--- src/rtl/frequency_counter_autorange.sv ---
// frequency_counter_autorange
// Auto-ranging controller for the frequency counter: holds the measurement
// counter in reset for a settle window after every gate or range change,
// evaluates Cntover/Cntlow at the end of each gate, and steps the range with
// hysteresis. Flags report inputs beyond the top or bottom range.
// Optional manual range override is compiled in with FREQ_AUTORANGE_MANUAL_EN.
module frequency_counter_autorange #(
    parameter int N_RANGES   = 3,
    parameter int IDX_W      = 2,
    parameter int INIT_RANGE = 1,
    parameter int SETTLE_CYC = 1,
    parameter int HYST       = 1
) (
    input  logic                Clk,
    input  logic                Clear_n,
    input  logic                Cntover,
    input  logic                Cntlow,
    input  logic                Gate_done,
`ifdef FREQ_AUTORANGE_MANUAL_EN
    input  logic                Manual,
    input  logic [IDX_W-1:0]    Man_range,
`endif
    output logic                reset,
    output logic [IDX_W-1:0]    std_f_sel,
    output logic [IDX_W-1:0]    range_idx,
    output logic [N_RANGES-1:0] range,
    output logic                meas_valid,
    output logic                over_flag,
    output logic                under_flag
);

    localparam int SETTLE_W = (SETTLE_CYC > 1) ? $clog2(SETTLE_CYC) : 1;
    localparam logic [SETTLE_W-1:0] SETTLE_LAST = SETTLE_W'(SETTLE_CYC - 1);
    localparam logic [IDX_W-1:0]    LAST_IDX    = IDX_W'(N_RANGES - 1);
    localparam logic [IDX_W-1:0]    INIT_IDX    = IDX_W'(INIT_RANGE);
    localparam logic [4:0]          HYST_V      = 5'(HYST);

    // One-hot encodings keep illegal patterns detectable by the default branch.
    typedef enum logic [1:0] {
        ST_SETTLE  = 2'b01,
        ST_MEASURE = 2'b10
    } state_t;

    state_t                state, state_nx;
    logic [SETTLE_W-1:0]   settle_cnt, settle_nx;
    logic [IDX_W-1:0]      idx_nx;
    logic [3:0]            over_cnt, over_cnt_nx;
    logic [3:0]            low_cnt, low_cnt_nx;
    logic                  over_flag_nx, under_flag_nx, meas_valid_nx;
    logic                  auto_en;
    logic                  over_hit, low_hit;

    // Hysteresis counters stop at 15 instead of wrapping back to zero.
    function automatic logic [3:0] sat_inc(input logic [3:0] v);
        return (v == 4'hF) ? v : v + 4'd1;
    endfunction

`ifdef FREQ_AUTORANGE_MANUAL_EN
    logic [IDX_W-1:0] man_idx;
    assign man_idx = (Man_range > LAST_IDX) ? LAST_IDX : Man_range;
    assign auto_en = ~Manual;
`else
    assign auto_en = 1'b1;
`endif

    assign over_hit  = ({1'b0, over_cnt} + 5'd1) == HYST_V;
    assign low_hit   = ({1'b0, low_cnt} + 5'd1) == HYST_V;
    assign reset     = (state != ST_MEASURE);
    assign std_f_sel = range_idx;

    // Range indication: one-hot decode of the current range index.
    always_comb begin
        // NOTE: default first so every path assigns the output and no latch is inferred.
        range = '0;
        for (int i = 0; i < N_RANGES; i++) begin
            range[i] = (range_idx == IDX_W'(i));
        end
    end

    // Next-state, range stepping, hysteresis and flag evaluation.
    always_comb begin
        state_nx      = state;
        settle_nx     = settle_cnt;
        idx_nx        = range_idx;
        over_cnt_nx   = over_cnt;
        low_cnt_nx    = low_cnt;
        over_flag_nx  = over_flag;
        under_flag_nx = under_flag;
        meas_valid_nx = 1'b0;

        case (state)
            ST_SETTLE: begin
                if (settle_cnt == SETTLE_LAST) begin
                    state_nx = ST_MEASURE;
                end else begin
                    settle_nx = settle_cnt + 1'b1;
                end
            end
            ST_MEASURE: begin
                if (Gate_done) begin
                    state_nx  = ST_SETTLE;
                    settle_nx = '0;
                    if (Cntover) begin
                        if (auto_en && range_idx != '0) begin
                            if (over_hit) begin
                                idx_nx      = range_idx - 1'b1;
                                over_cnt_nx = '0;
                            end else begin
                                over_cnt_nx = sat_inc(over_cnt);
                            end
                            low_cnt_nx = '0;
                        end else begin
                            over_flag_nx  = 1'b1;
                            under_flag_nx = 1'b0;
                            meas_valid_nx = 1'b1;
                            over_cnt_nx   = '0;
                            low_cnt_nx    = '0;
                        end
                    end else if (Cntlow) begin
                        if (auto_en && range_idx != LAST_IDX) begin
                            if (low_hit) begin
                                idx_nx     = range_idx + 1'b1;
                                low_cnt_nx = '0;
                            end else begin
                                low_cnt_nx = sat_inc(low_cnt);
                            end
                            over_cnt_nx = '0;
                        end else begin
                            over_flag_nx  = 1'b0;
                            under_flag_nx = 1'b1;
                            meas_valid_nx = 1'b1;
                            over_cnt_nx   = '0;
                            low_cnt_nx    = '0;
                        end
                    end else begin
                        over_flag_nx  = 1'b0;
                        under_flag_nx = 1'b0;
                        meas_valid_nx = 1'b1;
                        over_cnt_nx   = '0;
                        low_cnt_nx    = '0;
                    end
                end
            end
            default: begin
                state_nx  = ST_SETTLE;
                settle_nx = '0;
            end
        endcase

`ifdef FREQ_AUTORANGE_MANUAL_EN
        // A manual range change restarts the settle window; the pending gate is dropped.
        if (Manual && man_idx != range_idx) begin
            idx_nx        = man_idx;
            state_nx      = ST_SETTLE;
            settle_nx     = '0;
            meas_valid_nx = 1'b0;
            over_cnt_nx   = '0;
            low_cnt_nx    = '0;
        end
`endif
    end

    // State and datapath registers with asynchronous clear.
    always_ff @(posedge Clk or negedge Clear_n) begin
        if (!Clear_n) begin
            state      <= ST_SETTLE;
            settle_cnt <= '0;
            range_idx  <= INIT_IDX;
            over_cnt   <= '0;
            low_cnt    <= '0;
            over_flag  <= 1'b0;
            under_flag <= 1'b0;
            meas_valid <= 1'b0;
        end else begin
            // NOTE: non-blocking so every register samples the pre-edge values.
            state      <= state_nx;
            settle_cnt <= settle_nx;
            range_idx  <= idx_nx;
            over_cnt   <= over_cnt_nx;
            low_cnt    <= low_cnt_nx;
            over_flag  <= over_flag_nx;
            under_flag <= under_flag_nx;
            meas_valid <= meas_valid_nx;
        end
    end

endmodule

--- config.mk ---
export PLATFORM = sky130hd
export DESIGN_NAME = frequency_counter_autorange
export DESIGN_NICKNAME = d
export VERILOG_FILES = /design/src/rtl/frequency_counter_autorange.sv
export SDC_FILE = /design/constraint.sdc
export NUM_CORES = 1
export LEC_CHECK = 0
export ABC_AREA = 1
export CORE_MARGIN = 4
export CORE_UTILIZATION = 55
export DETAILED_ROUTE_END_ITERATION = 8
export GPL_TIMING_DRIVEN = 0
export HOLD_SLACK_MARGIN = 0.03
export PLACE_DENSITY = 0.84
export SLEW_MARGIN = 20
export SYNTH_ARGS = -nofsm -noshare
export SYNTH_HDL_FRONTEND = slang
export SYNTH_SLANG_ARGS = --single-unit
export TNS_END_PERCENT = 100
--- constraint.sdc ---
create_clock -name Clk -period 2.1 [get_ports Clk]
set_input_delay 0.42 -clock Clk [delete_from_list [all_inputs] [get_ports Clk]]
set_output_delay 0.42 -clock Clk [all_outputs]
set_load 0.02 [all_outputs]
After elaboration in Yosys (flattened, before gate mapping)
Index checks and enable logic that the tools add are counted.
{"block": "classes", "n_reduce_logical": 10, "muxes": 35, "n_eq_ne": 18, "add_sub_neg": 7}
{"operator": "$mux 4", "n": 9}
{"operator": "$mux 1", "n": 16}
{"operator": "$mux 2", "n": 8}
{"operator": "$add 4x1->5 const B", "n": 2}
{"operator": "$eq 5x1->1 const B", "n": 2}
{"operator": "$ne 2x2->1 const B", "n": 5}
{"operator": "$add 4x1->4 const B", "n": 2}
{"operator": "$eq 4x4->1 const B", "n": 2}
{"operator": "$reduce_bool 2->1", "n": 4}
{"operator": "$reduce_and 7->1", "n": 1}
{"operator": "$reduce_and 3->1", "n": 2}
{"operator": "$ne 5x5->1 const B", "n": 1}
{"operator": "$eq 2x1->1 const B", "n": 2}
{"operator": "$eq 2x2->1 const B", "n": 2}
{"operator": "$ne 2x1->1 const B", "n": 2}
{"operator": "$ne 4x4->1 const B", "n": 1}
{"operator": "$pmux 2 s2", "n": 1}
{"operator": "$reduce_and 4->1", "n": 1}
{"operator": "$ne 3x3->1 const B", "n": 1}
{"operator": "$add 2x1->2 const B", "n": 1}
{"operator": "$logic_not 2->1", "n": 1}
{"operator": "$pmux 1 s2", "n": 1}
{"operator": "$reduce_and 2->1", "n": 1}
{"operator": "$sub 2x1->2 const B", "n": 1}
{"operator": "$add 1x1->1 const B", "n": 1}
{"block": "totals", "out_inout_bits": 11, "reg_bits": 16, "elab_cells": 78}

Depth between registers and ports, before layout
Gate-level depths: netlist of the first run.
{"block": "depth", "ltp_word": 6, "depth_mapped": 10}

Worst setup path before layout of the first run
No wires, ideal clock.
{"block": "synth_path", "path_type": "reg-to-reg", "from": "register range_idx[0]", "to": "register over_cnt[0]", "slack_ns": 0.452, "path_stages_with_launch": 9, "path_buffers": 0, "setup_time_ns": 0.126, "required_time_ns": 1.974, "arrival_time_ns": 1.521, "cell_sequence": "dfstp_2 inv_1 ha_1 inv_1 nand2_1 nor2_1 nor2_4 nand4_1 o21ai_0"}
{"block": "synth_between", "elab_chain_len": 3}
{"item": "start, declared", "line_no": "25", "text": "output logic [IDX_W-1:0] range_idx,"}
{"item": "start signal, assigned", "line_no": "178", "text": "range_idx <= idx_nx;"}
{"item": "$reduce_bool 2->1 (*)", "line_no": "104", "text": "if (auto_en && range_idx != '0) begin"}
{"item": "$ne 4x4->1 (no source line) / $mux 4 (equally long branches)"}
{"item": "$reduce_and 3->1 (no source line) / $mux 4 (equally long branches)"}
{"item": "end signal, assigned", "line_no": "179", "text": "over_cnt <= over_cnt_nx;"}
{"item": "end, declared", "line_no": "47", "text": "logic [3:0] over_cnt, over_cnt_nx;"}
Mark *: on every way between the ends. The rest lies on a longest branch, timed or not.
A chain may end at the register's enable or synchronous reset.

Final worst setup path of the first run
{"block": "layout_path", "from": "register range_idx[0]", "to": "output port range[1]"}
{"block": "layout_between", "elab_chain_len": 1}
{"item": "$eq 2x1->1", "line_no": "76", "text": "range[i] = (range_idx == IDX_W'(i));"}
{"item": "end, declared", "line_no": "26", "text": "output logic [N_RANGES-1:0] range,"}
Every way passes these cells.

==> results of run 1 <==
stage by stage:
| step | hold WS (ns) | instance area, µm² | cells | utilization, % | worst slack (ns) |
|---|---|---|---|---|---|
| detailed placement | 0.490 | 1090 | 144 | 70.8 | 0.262 |
| global route | 0.522 | 1110 | 148 | 72.3 | 0.0427 |
| floorplan | 0.124 | 921 | 113 | - | 0.452 |
| finish | 0.498 | 1110 | 148 | 72.3 | 0.0940 |
| CTS | 0.505 | 1110 | 148 | 72.3 | 0.0742 |
| global placement | 0.475 | 1090 | 144 | 70.8 | 0.307 |
placed cells by master (no fill, tap or decap), drive strengths merged:
master	n
a21oi	1
o31ai	1
ha	7
nand3	11
nor2	10
dfrtp	13
o21a	1
o21ai	10
inv	18
clkinv	2
clkbuf	4
o22ai	1
dfstp	2
nand4	3
buf	2
nand2	29
or2	1
clkdlybuf4s50	13
xor2	1
dlygate4sd2	2
layer usage:
layer | up-vias | routed length (µm)
met2 | 14 | 843
met1 | 345 | 809
met4 | 0 | 19
met3 | 4 | 52
met5 | - | 0
li1 | 395 | -
worst max-delay path by stage:
stage                     slack [ns]  cells past startpoint     endpoint
after floorplan                 0.45                      8  over_cnt[0]
final                           0.09                      2     range[1]
after global placement          0.31                      3     range[2]
after global routing            0.04                      2     range[1]
after detailed placement        0.26                      3     range[2]
after CTS                       0.07                      2     range[1]
flip-flops by register name, indices dropped and copies added (netlist names):
| name | count |
|---|---|
| over_cnt | 4 |
| under_flag | 1 |
| state | 2 |
| range_idx | 2 |
| low_cnt | 4 |
| over_flag | 1 |
| meas_valid | 1 |
area by class of cell:
type                    instances  area share, %
multi-input cells              76           40.5
inverters                      20           6.85
clock buffers                   4           2.36
flip-flops and latches         15           33.9
well taps                      16           1.80
repair buffers                 15           13.2
plain buffers                   2           1.35
kinds of logic (layout without fill, tap and decap cells):
| family | Yosys count | count (layout) | share of synthesized area [%] |
|---|---|---|---|
| fa+ha+maj | 7 | 7 | 9.51 |
| xor+xnor | 1 | 1 | 0.951 |
| compound gates | 14 | 14 | 8.83 |
| simple gates | 54 | 54 | 29.8 |
| flops | 15 | 15 | 41.0 |
| buf+inv | 22 | 41 | 9.92 |
critical path: cells and delay by family, from the launching register on:
kind,cells,cell delay (ns)
flops,1,0.57
fa+ha+maj,1,0.15
buf+inv,1,0.59
power groups by stage:
stage,clock network (µW),logic (µW),registers [µW]
2_1_floorplan,0,455,504
3_3_place_gp,0,730,465
3_5_place_dp,0,752,471
4_1_cts,168,739,466
5_1_grt,185,807,483
6_report,159,729,467
==> impl_metrics.tcl, run 1 <==
set metrics [dict create \
    ir_drop_mv 0.704 \
    drt_iter0_drc 6 \
    gr-usage-met1_pct 19.5 \
    syn2layout_area_growth_pct 21.1 \
    cts_inserted_buffers 3 \
    cts.hold.buffers_added 0 \
    power_frac_seq_pct 34.4 \
    grt_setup_unrepaired "no" \
    synth_top_area_share_pct 35.3 \
    wire_per_inst_um 11.6 \
    yosys.area.top_type "dfrtp_1" \
    hold_violations 0 \
    whs_path_depth 1 \
    critical_path_class "flip-flop to output pin" \
    synth_seq_cells 15 \
    nets 145 \
    cts_resized 2 \
    via_per_inst 5.12 \
    internal_power_uw 780 \
    drt_wl_total_mm 1.72 \
    clock_sinks 15 \
    reg2reg_slack_ns 0.48 \
    grt_use_total_pct 16.1 \
    htreeDepth 1 \
    power_frac_clock_pct 11.7 \
    drc 0 \
    maxCapViolations 0 \
    worstPathMaxFanout 5 \
    maxSlewViolCount 0 \
    syn_nets 125 \
    grt_pass1_wl_mm 3.13 \
    netlist_instances 113 \
    cts_tree "done" \
    synthFlopType "dfrtp_1" \
    synth_area_um2 921 \
    busiest_layer "met2" \
    port_buffers 15 \
    synth_common_cells "22 x nand2_1, 16 x inv_1, 13 x dfrtp_1" \
    p_per_area_mw_per_mm2 1220 \
    worstHoldStart "state[1]" \
    fin_tns_setup_ns 0 \
    seqCellArea_um2 378 \
    ant_nets 0 \
    cp_data_arrival_time_ns 1.59 \
    p_switching_uw 575 \
    root_buffer "clkbuf_4" \
    gp_congestion 0.893 \
    yosysSeqAreaShare_pct 41.0 \
    grt_max_degree 16 \
    grt_use_met3_pct 3.06 \
    synth_area_leaders "dfrtp_1 35%, ha_1 9.5%, nand2_1 9.0%, inv_1 6.5%, dfstp_2 5.7%" \
    hold_end "state[1]" \
    grt_pass1_vias 739 \
    multi_input_area_um2 452 \
    drt_first_pass_iters 4 \
    cts_setup_buffers 0 \
    crit_chain "ha_1 -> clkdlybuf4s50_1" \
    die_w_um 48.9 \
    cts_buffer_depth 2 \
    synthDistinctLibCells 24 \
    clkTransAtPathRegs_ns 0.09 \
    p_leak_uw 0.000547 \
    fin_skew_ns 0.00445 \
    synth_area_per_cell_um2 8.15 \
    nFillCells 112 \
    max_slew_margin_pct 56.3 \
    crit_start "range_idx[0]" \
    outcome "finished clean" \
    yosysMostFrequentCell "nand2_1" \
    globalRouteMet2Util_pct 28.7 \
    tightest_slew_ns 0.654 \
    io_pins 16 \
    die_area_mm2 0.00239 \
    cp-start-kind "flip-flop" \
    via_count 758 \
    dp_hpwl_mm 1.39 \
    pwr-share-comb_pct 53.8 \
    async_flop_share_pct 100 \
    antennaDiodeCount 0 \
    fin_crit_ns 2.01 \
    setup_viol 0 \
    fmax_mhz 499 \
    die_y_um 48.9 \
    worstReg2RegStart "range_idx[0]" \
    reg2regPathDepth 7 \
    synth_edf_count 0 \
    start_util_pct 59.7 \
    cp-end-kind "output pin" \
    core_mm2 0.00154 \
    r2r-end "low_cnt[0]" \
    critPathRequiredTime_ns 1.68 \
    switching_share_pct 42.4 \
    layout-drive-gt1-share_pct 19.7 \
    fp-row-count 14 \
    yosysWarningCount 0 \
    p_total_uw 1360 \
    max_stage_delay_ns 0.59 \
    hold_class "flip-flop to flip-flop" \
    overflow 0 \
    critical_path.slowest_cell "clkdlybuf4s50_1" \
    finalCritPeriodShare_pct 95.5 \
    clock_latency_ns 0.27 \
    antenna_found_initial 0 \
]
Power figures use the tool's default switching activity.
==> run 2, diff against run 1 <==
- ABC_CLOCK_PERIOD_IN_PS: not set -> 2100
- CTS_CLUSTER_SIZE: not set -> 14
==> results of run 2 <==
No change in the layout: final DEF, timing and power equal those of run 1.
